## src/rtl/alu_pkg.sv

```systemverilog
// Shared ALU definitions: op-code constants, legality check and the request /
// response records passed between the arbiter, its response slots and the ALU.
package alu_pkg;

  localparam int ALU_W      = 16;
  localparam int ALU_CTRL_W = 5;

  localparam logic [ALU_CTRL_W-1:0] ALU_ADD   = 5'h00;
  localparam logic [ALU_CTRL_W-1:0] ALU_SUB   = 5'h01;
  localparam logic [ALU_CTRL_W-1:0] ALU_AND   = 5'h02;
  localparam logic [ALU_CTRL_W-1:0] ALU_OR    = 5'h03;
  localparam logic [ALU_CTRL_W-1:0] ALU_XOR   = 5'h04;
  localparam logic [ALU_CTRL_W-1:0] ALU_SLL   = 5'h05;
  localparam logic [ALU_CTRL_W-1:0] ALU_SRA   = 5'h06;
  localparam logic [ALU_CTRL_W-1:0] ALU_RSVD7 = 5'h07;
  localparam logic [ALU_CTRL_W-1:0] ALU_LLB   = 5'h08;
  localparam logic [ALU_CTRL_W-1:0] ALU_LHB   = 5'h09;
  localparam logic [ALU_CTRL_W-1:0] ALU_ADD_A = 5'h0A;
  localparam logic [ALU_CTRL_W-1:0] ALU_ADD_B = 5'h0B;

  typedef struct packed {
    logic [ALU_W-1:0]      a;
    logic [ALU_W-1:0]      b;
    logic [ALU_CTRL_W-1:0] ctrl;
  } alu_req_t;

  typedef struct packed {
    logic [ALU_W-1:0] data;
    logic             ovfl;
    logic             err;
  } alu_resp_t;

  typedef enum logic {
    GRANT_P0 = 1'b0,
    GRANT_P1 = 1'b1
  } grant_e;

  // Everything above ALU_ADD_B is reserved, as is the hole at 0x07.
  function automatic logic alu_op_legal(input logic [ALU_CTRL_W-1:0] ctrl);
    return (ctrl <= ALU_ADD_B) && (ctrl != ALU_RSVD7);
  endfunction

endpackage

```

## src/rtl/alu.sv

```systemverilog
// Combinational 16-bit ALU. Overflow is signed two's-complement overflow and is
// only meaningful for the add/sub classes; illegal op codes produce zero.
module alu
  import alu_pkg::*;
#(
  parameter int W = ALU_W
) (
  input  logic [W-1:0]          i_a,
  input  logic [W-1:0]          i_b,
  input  logic [ALU_CTRL_W-1:0] i_ctrl,
  output logic [W-1:0]          o_result,
  output logic                  o_ovfl
);

  localparam int SHW = $clog2(W);
  localparam int HW  = W / 2;

  logic [W-1:0]   w_sum;
  logic [W-1:0]   w_diff;
  logic [SHW-1:0] w_shamt;

  assign w_sum   = i_a + i_b;
  assign w_diff  = i_a - i_b;
  assign w_shamt = i_b[SHW-1:0];

  always_comb begin
    o_result = '0;
    o_ovfl   = 1'b0;
    case (i_ctrl)
      ALU_ADD, ALU_ADD_A, ALU_ADD_B: begin
        o_result = w_sum;
        o_ovfl   = (i_a[W-1] == i_b[W-1]) && (w_sum[W-1] != i_a[W-1]);
      end
      ALU_SUB: begin
        o_result = w_diff;
        o_ovfl   = (i_a[W-1] != i_b[W-1]) && (w_diff[W-1] != i_a[W-1]);
      end
      ALU_AND: o_result = i_a & i_b;
      ALU_OR:  o_result = i_a | i_b;
      ALU_XOR: o_result = i_a ^ i_b;
      ALU_SLL: o_result = i_a << w_shamt;
      ALU_SRA: o_result = $signed(i_a) >>> w_shamt;
      // Byte loads keep the other half of operand a.
      ALU_LLB: o_result = {i_a[W-1:HW], i_b[HW-1:0]};
      ALU_LHB: o_result = {i_b[HW-1:0], i_a[HW-1:0]};
      default: begin
        o_result = '0;
        o_ovfl   = 1'b0;
      end
    endcase
  end

endmodule

```

## src/rtl/alu_resp_slot.sv

```systemverilog
// One-deep response register for a single requester. A load wins over a drain,
// so load-and-drain in the same cycle replaces the contents and stays valid.
module alu_resp_slot
  import alu_pkg::*;
(
  input  logic      i_clk,
  input  logic      i_rst,
  input  logic      i_load,
  input  alu_resp_t i_load_resp,
  input  logic      i_drain_ready,
  output logic      o_valid,
  output logic      o_space,
  output alu_resp_t o_resp
);

  logic      r_valid;
  alu_resp_t r_resp;

  always_ff @(posedge i_clk) begin
    if (i_rst) begin
      r_valid <= 1'b0;
      r_resp  <= '0;
    end else if (i_load) begin
      r_valid <= 1'b1;
      r_resp  <= i_load_resp;
    end else if (r_valid && i_drain_ready) begin
      r_valid <= 1'b0;
      r_resp  <= '0;
    end
  end

  // The slot can take a new result if it is empty or being drained this cycle.
  assign o_space = !r_valid || i_drain_ready;
  assign o_valid = r_valid;
  assign o_resp  = r_resp;

endmodule

```

## src/rtl/alu_arbiter.sv

```systemverilog
// Two-requester arbiter in front of the shared ALU with per-requester response
// slots. Define ALU_ARB_RR_EN for round-robin; otherwise requester 0 has fixed priority.
module alu_arbiter
  import alu_pkg::*;
#(
  parameter int N_REQ = 2,
  parameter int W     = 16
) (
  input  logic                             i_clk,
  input  logic                             i_rst,
  input  logic [N_REQ-1:0]                 i_req_valid,
  output logic [N_REQ-1:0]                 o_req_ready,
  input  logic [N_REQ-1:0][W-1:0]          i_req_a,
  input  logic [N_REQ-1:0][W-1:0]          i_req_b,
  input  logic [N_REQ-1:0][ALU_CTRL_W-1:0] i_req_ctrl,
  output logic [N_REQ-1:0]                 o_resp_valid,
  input  logic [N_REQ-1:0]                 i_resp_ready,
  output logic [N_REQ-1:0][W-1:0]          o_resp_data,
  output logic [N_REQ-1:0]                 o_resp_ovfl,
  output logic [N_REQ-1:0]                 o_resp_err,
  output logic                             o_last_grant
);

  if (N_REQ != 2) begin : g_bad_n_req
    $error("alu_arbiter: N_REQ must be 2");
  end
  if (W != ALU_W) begin : g_bad_w
    $error("alu_arbiter: W must match the ALU width");
  end

  logic [N_REQ-1:0] w_space;
  logic [N_REQ-1:0] w_elig;
  logic [N_REQ-1:0] w_grant;
  grant_e           r_last_grant;
  alu_req_t         w_alu_req;
  alu_resp_t        w_load_resp;
  logic [W-1:0]     w_alu_result;
  logic             w_alu_ovfl;

  // Nothing is granted during reset so no handshake completes in that cycle.
  assign w_elig = i_rst ? '0 : (i_req_valid & w_space);

  always_comb begin
    w_grant = '0;
    if (w_elig[0] && w_elig[1]) begin
`ifdef ALU_ARB_RR_EN
      w_grant = (r_last_grant == GRANT_P0) ? 2'b10 : 2'b01;
`else
      w_grant = 2'b01;
`endif
    end else begin
      w_grant = w_elig;
    end
  end

  assign o_req_ready  = w_grant;
  assign o_last_grant = r_last_grant;

  always_ff @(posedge i_clk) begin
    if (i_rst) begin
      r_last_grant <= GRANT_P1;
    end else if (w_grant[1]) begin
      r_last_grant <= GRANT_P1;
    end else if (w_grant[0]) begin
      r_last_grant <= GRANT_P0;
    end
  end

  // With no grant the ALU sees all-zero operands.
  always_comb begin
    w_alu_req = '0;
    if (w_grant[0]) begin
      w_alu_req.a    = i_req_a[0];
      w_alu_req.b    = i_req_b[0];
      w_alu_req.ctrl = i_req_ctrl[0];
    end else if (w_grant[1]) begin
      w_alu_req.a    = i_req_a[1];
      w_alu_req.b    = i_req_b[1];
      w_alu_req.ctrl = i_req_ctrl[1];
    end
  end

  alu #(
    .W(W)
  ) u_alu (
    .i_a      (w_alu_req.a),
    .i_b      (w_alu_req.b),
    .i_ctrl   (w_alu_req.ctrl),
    .o_result (w_alu_result),
    .o_ovfl   (w_alu_ovfl)
  );

  always_comb begin
    w_load_resp = '0;
    if (alu_op_legal(w_alu_req.ctrl)) begin
      w_load_resp.data = w_alu_result;
      w_load_resp.ovfl = w_alu_ovfl;
    end else begin
      w_load_resp.err = 1'b1;
    end
  end

  for (genvar i = 0; i < N_REQ; i++) begin : g_slot
    alu_resp_t w_resp;

    alu_resp_slot u_slot (
      .i_clk         (i_clk),
      .i_rst         (i_rst),
      .i_load        (w_grant[i]),
      .i_load_resp   (w_load_resp),
      .i_drain_ready (i_resp_ready[i]),
      .o_valid       (o_resp_valid[i]),
      .o_space       (w_space[i]),
      .o_resp        (w_resp)
    );

    assign o_resp_data[i] = w_resp.data;
    assign o_resp_ovfl[i] = w_resp.ovfl;
    assign o_resp_err[i]  = w_resp.err;
  end

endmodule

```

## config.mk

```make
export PLATFORM = sky130hd
export DESIGN_NAME = alu_arbiter
export DESIGN_NICKNAME = d
export VERILOG_FILES = /design/src/rtl/alu_pkg.sv /design/src/rtl/alu.sv /design/src/rtl/alu_resp_slot.sv /design/src/rtl/alu_arbiter.sv
export SDC_FILE = /design/constraint.sdc
export NUM_CORES = 1
export LEC_CHECK = 0
export BUFFER_PORTS_ARGS = -buffer_cell sky130_fd_sc_hd__buf_2
export CELL_PAD_IN_SITES_DETAIL_PLACEMENT = 0
export CELL_PAD_IN_SITES_GLOBAL_PLACEMENT = 1
export CORE_AREA = 2 2 128 130
export CTS_CLUSTER_SIZE = 28
export DETAILED_ROUTE_END_ITERATION = 6
export DIE_AREA = 0 0 130 132
export PLACE_DENSITY = 0.88
export RECOVER_POWER = 100
export SKIP_CTS_REPAIR_TIMING = 1
export SLEW_MARGIN = 0
export SYNTH_ARGS = -nofsm -noshare
export SYNTH_HDL_FRONTEND = slang
export SYNTH_SLANG_ARGS = --single-unit
```

## constraint.sdc

```tcl
create_clock -name i_clk -period 4.6 [get_ports i_clk]
set_input_delay 0 -clock i_clk [delete_from_list [all_inputs] [get_ports i_clk]]
set_output_delay 0 -clock i_clk [all_outputs]
set_load 0.01 [all_outputs]
```

[Word-level counts from Yosys, hierarchy flattened]
Index checks and enable logic that the tools add are counted.
Word-level totals
  input bits: 80
  register bits after elaboration: 39
  word-level logic and storage cells: 64
Cells by class
  equality and inequality tests: 15
  $lt $le $gt $ge: 1
  $add $sub $neg: 2
  bitwise operators: 4
  reduce and logical (&&, ||, !) cells: 15
  shift operators: 2
  mux-type cells: 16
Operators by type and width (number)
  16-bit case mux with 9 select lines: 1
  37-bit 2-to-1 mux: 2
  18-bit 2-to-1 mux: 4
  5-bit by 4-bit == test with 1-bit output (second input constant): 4
  17-bit 2-to-1 mux: 1
  16-bit adder: 1
  16-bit AND: 1
  16-bit bitwise OR: 1
  16-bit by 4-bit left shift with 16-bit output: 1
  16-bit by 4-bit >>> shifter with 16-bit output: 1
  16-bit subtractor: 1
  16-bit bitwise XOR: 1
  5-bit by 3-bit == test with 1-bit output (second input constant): 3
  5-bit by 2-bit == test with 1-bit output (second input constant): 2
  1-bit logical AND: 6
  5-bit by 1-bit == test with 1-bit output (second input constant): 1
  5-bit by 4-bit <= comparator with 1-bit output (second input constant): 1
  5-bit logical NOT: 1
  1-bit 2-to-1 mux: 5
  5-bit by 3-bit != test with 1-bit output (second input constant): 1
  2-bit 2-to-1 mux: 2
  2-bit nonzero test: 2
  1-bit != test: 3
  3-bit OR reduction: 1
  other kinds (6): 8

[Longest topological paths before layout]
  depth in word-level cells: 14
  depth in mapped cells: 19
  depth with buffers taken out: 16

[Cells and area by module]
Synthesis repeated with hierarchy kept, for this count alone.
Second synthesis, totals
  cell total of the unflattened synthesis: 844
  area total of the unflattened synthesis: 6329.8 µm²
By module, submodules not included
  alu: area each 3947.5 µm², times used 1, sequential area each 0.0 µm², cells an instance 580
  alu_resp_slot: area each 818.3 µm², times used 2, sequential area each 380.4 µm², cells an instance 83
  alu_arbiter: area each 745.7 µm², times used 1, sequential area each 20.0 µm², cells an instance 98

[Worst setup path after synthesis]
Ideal clock, no wire load.
  path kind: reg2reg
  from: register g_slot[0].u_slot.r_valid
  to: register g_slot[1].u_slot.r_resp, in the netlist g_slot[1].u_slot.o_resp[1]
  slack: 0.688 ns
  setup time: 0.091 ns
  cell stages (with the launch flop): 18
  path buffers: 5
  arrival time: 3.821 ns
  path through: dfxtp_1 -> nor2b_2 -> buf_4 -> o2111ai_1 -> and2_1 -> buf_2 -> buf_2 -> buf_1 -> ha_1 -> clkbuf_1 -> a2111o_1 -> nor3_1 -> o21ai_0 -> o211ai_1 -> a211oi_1 -> nor3_1 -> mux2_2 -> a311oi_1
On the way
  longest elaborated chain between the ends: 14
RTL lines
  start, declared: line alu_resp_slot.sv:16  | logic r_valid;
  start signal, assigned: line alu_resp_slot.sv:21  | r_valid <= 1'b0;
  start signal, assigned: line alu_resp_slot.sv:24  | r_valid <= 1'b1;
  start signal, assigned: line alu_resp_slot.sv:27  | r_valid <= 1'b0;
  1-bit logical NOT *: line alu_resp_slot.sv:33  | assign o_space = !r_valid || i_drain_ready;
  1-bit logical OR *: line alu_resp_slot.sv:33
  2-bit AND *: line alu_arbiter.sv:41  | assign w_elig = i_rst ? '0 : (i_req_valid & w_space);
  2-bit 2-to-1 mux *: line alu_arbiter.sv:41
  1-bit logical AND: line alu_arbiter.sv:45  | if (w_elig[0] && w_elig[1]) begin
  2-bit 2-to-1 mux *: line alu_arbiter.sv:45
  37-bit 2-to-1 mux: line alu_arbiter.sv:76  | end else if (w_grant[1]) begin
  37-bit 2-to-1 mux: line alu_arbiter.sv:72  | if (w_grant[0]) begin
  16-bit subtractor or 16-bit adder (tied branches): line alu.sv:23, alu.sv:22
  1-bit != test, on equally long branches: line alu.sv:36, alu.sv:32
  1-bit logical AND, on equally long branches: line alu.sv:36, alu.sv:32
  1-bit case mux with 2 select lines: line alu.sv:29  | case (i_ctrl)
  17-bit 2-to-1 mux: line alu_arbiter.sv:95  | if (alu_op_legal(w_alu_req.ctrl)) begin
  18-bit 2-to-1 mux: line alu_resp_slot.sv:23  | end else if (i_load) begin
  end signal, assigned: line alu_resp_slot.sv:25  | r_resp <= i_load_resp;
  end, declared: line alu_resp_slot.sv:17  | alu_resp_t r_resp;
Mark *: on every way between the ends. The rest lies on a longest branch, timed or not.
A chain may end at the register's enable or synchronous reset.

[Final worst setup path]
  from: register g_slot[0].u_slot.r_valid
  to: register g_slot[0].u_slot.r_resp, in the netlist g_slot[0].u_slot.o_resp[12]
On the way
  longest elaborated chain between the ends: 13
RTL lines (line)
  parallel branches: the longest is 13 deep, another holds 16-bit subtractor
  end signal, assigned: alu_resp_slot.sv:25
  end, declared: alu_resp_slot.sv:17
Several ways; the timed one is not identified.

==> impl_metrics.env <==
export IMPL_outcome="completed"
export IMPL_muxShareOfSynthArea=0.0519
export IMPL_syn_inst=859
export IMPL_finalMaxSlewViolations=0
export IMPL_cp_arrival_ps=4580
export IMPL_p_leak_nw=3.06
export IMPL_finalSetupTns_ps=0
export IMPL_clk_pin_slew_ps=60
export IMPL_htree_levels=2
export IMPL_yosys_warnings=0
export IMPL_timing_hold_violations_final=0
export IMPL_synth_top_family_by_area="compound AO/OA/AOI/OAI gates"
export IMPL_min_period_over_period=0.958
export IMPL_yosysSeqAreaShare=0.120
export IMPL_synth_compound_gate_area_share=0.426
export IMPL_synth_area_um2=6530
export IMPL_design_area_um2=7410
export IMPL_ios=121
export IMPL_clock_latency_ps=280
export IMPL_num_antenna_cells=0
export IMPL_chipHeight_um=132
export IMPL_synth_fa_ha_area_frac=0.0970
export IMPL_synthSimpleGateAreaFrac=0.207
export IMPL_worstHoldStart="i_req_valid[1]"
export IMPL_drt_total_wl_um=28400
export IMPL_ys_types=93
export IMPL_synth_fp_nets=989
export IMPL_finalClockSkew_ps=5.03
export IMPL_drt_initial_drc_count=971
export IMPL_vias_per_cell=6.75
export IMPL_place_area_um2=7340
export IMPL_initial_core_util=0.415
export IMPL_cts_root_buf="clkbuf_16"
export IMPL_synth_edf_count=0
export IMPL_critPathRequiredTime_ps=4780
export IMPL_wl_per_cell_um=24.2
export IMPL_grt_use_total=0.323
export IMPL_synthFlopType="dfxtp_1"
export IMPL_cts_sinks=39
export IMPL_crit_fanout=24
export IMPL_gr_total_overflow=0
export IMPL_fillers=1648
export IMPL_nNetsFinal=1085
export IMPL_worst_slew_pin_slew_ps=1170
export IMPL_gp_congestion=1.03
export IMPL_timing_rr_start="g_slot[0].u_slot.o_valid$_SDFFE_PP0P_"
export IMPL_remaining_drc_errors=0
export IMPL_crit_path_end_kind="flip-flop"
export IMPL_dr_pass1_iters=5
export IMPL_rsz0062_at_grt="no"
export IMPL_fp_coreArea_um2=15700
export IMPL_ant_nets=0
export IMPL_start_kind="flip-flop"
export IMPL_max_slew_margin_rel=0.223
export IMPL_ys_async_sr_fraction=0
export IMPL_antenna_found_initial=0
export IMPL_drive_gt1_frac=0.180
export IMPL_crit_start="g_slot[0].u_slot.o_valid$_SDFFE_PP0P_"
export IMPL_ir_drop_uv=217
export IMPL_hp_class="in2reg"
export IMPL_cts_buffers=5
export IMPL_clock_path_buffers=2
export IMPL_syn_area_per_cell_um2=7.60
export IMPL_dpl_hpwl_um=22800
export IMPL_synth_xor_area_frac=0.0107
export IMPL_grt_pass1_wl_um=43300
export IMPL_placementRows=46
export IMPL_final_setup_viol_count=0
export IMPL_cts_tree="built"
export IMPL_max_freq_ghz=0.227
export IMPL_port_buffers=120
export IMPL_syn_to_final_growth_pct=13.5
export IMPL_grt_max_degree=35
export IMPL_power_density_nw_per_um2=212
export IMPL_dr_total_vias=7908
export IMPL_period_minus_slack_ps=4410
export IMPL_grt_pass1_vias=7406
export IMPL_max_cap_viol_count=0
export IMPL_die_x_um=130
export IMPL_criticalPathCategory="reg2reg"
export IMPL_die_area_um2=17200
export IMPL_yosys_register_bits=39
## report_power, final
group	switching (mW)	internal [mW]
Sequential	0.0153	0.365
Combinational	0.550	0.303
Clock	0.135	0.200
## stage by stage
stage          utilization  hold WS, ps  setup slack (ps)  total power [mW]  std cells
5_1_grt              0.471         37.8              27.6              1.65       1172
3_5_place_dp         0.467          324               198              1.22       1164
2_1_floorplan            -          160               688             0.935        859
6_report             0.471         31.9               194              1.57       1172
3_3_place_gp         0.467          312               196              1.22       1164
4_1_cts              0.476         26.7               173              1.55       1172
## layer usage
layer,wire length [um],track usage
met4,1540,0.148
met3,3100,0.0747
met1,11400,0.421
met2,12300,0.503
met5,0,0
## cell usage in the layout, fill, tap and decap left out, types with 11 or more instances in the layout
| master | count |
|---|---|
| o2111ai_1 | 22 |
| o21ai_0 | 28 |
| buf_2 | 80 |
| a22o_1 | 39 |
| a211oi_1 | 33 |
| nand2_1 | 53 |
| inv_1 | 44 |
| nor2_1 | 62 |
| o211ai_1 | 25 |
| a21oi_1 | 46 |
| clkbuf_1 | 45 |
| buf_4 | 36 |
| nor3_1 | 25 |
| nand3_1 | 44 |
| dfxtp_1 | 39 |
| a21o_1 | 12 |
| mux4_2 | 11 |
| ha_1 | 49 |
## cells by family after synthesis
family          Yosys count
simple gates            267
compound gates          352
buf+inv                 123
flops                    39
mux                      20
xor+xnor                  8
fa+ha+maj                50
## cells in the mapped netlist (all sizes together) (28+ instances only)
cell type,number,area [um2]
a22o,40,352
o21ai,28,144
a211oi,35,273
inv,50,188
dfxtp,39,781
nand2,55,216
nand3,44,220
nor2,64,259
a21oi,46,230
buf,44,277
clkbuf,28,105
ha,49,613
## worst max-delay path: stages (launching register included)
cell and delay, ps:
dfxtp_1 380, or2b_4 400, a2111oi_1 840, nor2_1 230
or2_2 350, ha_1 210, o211ai_1 230, a21oi_1 140
o311a_1 370, o21ai_0 280, o32ai_1 140, o22ai_1 200
nand4b_1 240, a22o_1 300
## area by class of cell
cell class | instances | area, um2 | share of cell area
clock inverters | 2 | 12.5 | 0.00169
multi-input cells | 697 | 5170 | 0.698
repair buffers | 161 | 856 | 0.116
inverters | 51 | 191 | 0.0258
flip-flops and latches | 39 | 781 | 0.105
well taps | 216 | 270 | 0.0365
clock buffers | 6 | 129 | 0.0174
## state kept, by name, indices dropped and copies added (netlist names)
register               count
g_slot.u_slot.o_valid      2
o_last_grant               1
g_slot.u_slot.o_resp      36
## final timing paths
kind                                               to  slack, ps  cells past startpoint
max reg2reg  g_slot[0].u_slot.o_resp[12]$_SDFFE_PP0P_        190                     13
max          g_slot[0].u_slot.o_resp[12]$_SDFFE_PP0P_        190                     13
min reg2reg  g_slot[0].u_slot.o_resp[14]$_SDFFE_PP0P_        450                      2
min                         o_last_grant$_SDFFE_PP1P_         30                      3
Note: power is estimated with default switching activity, not from simulation.
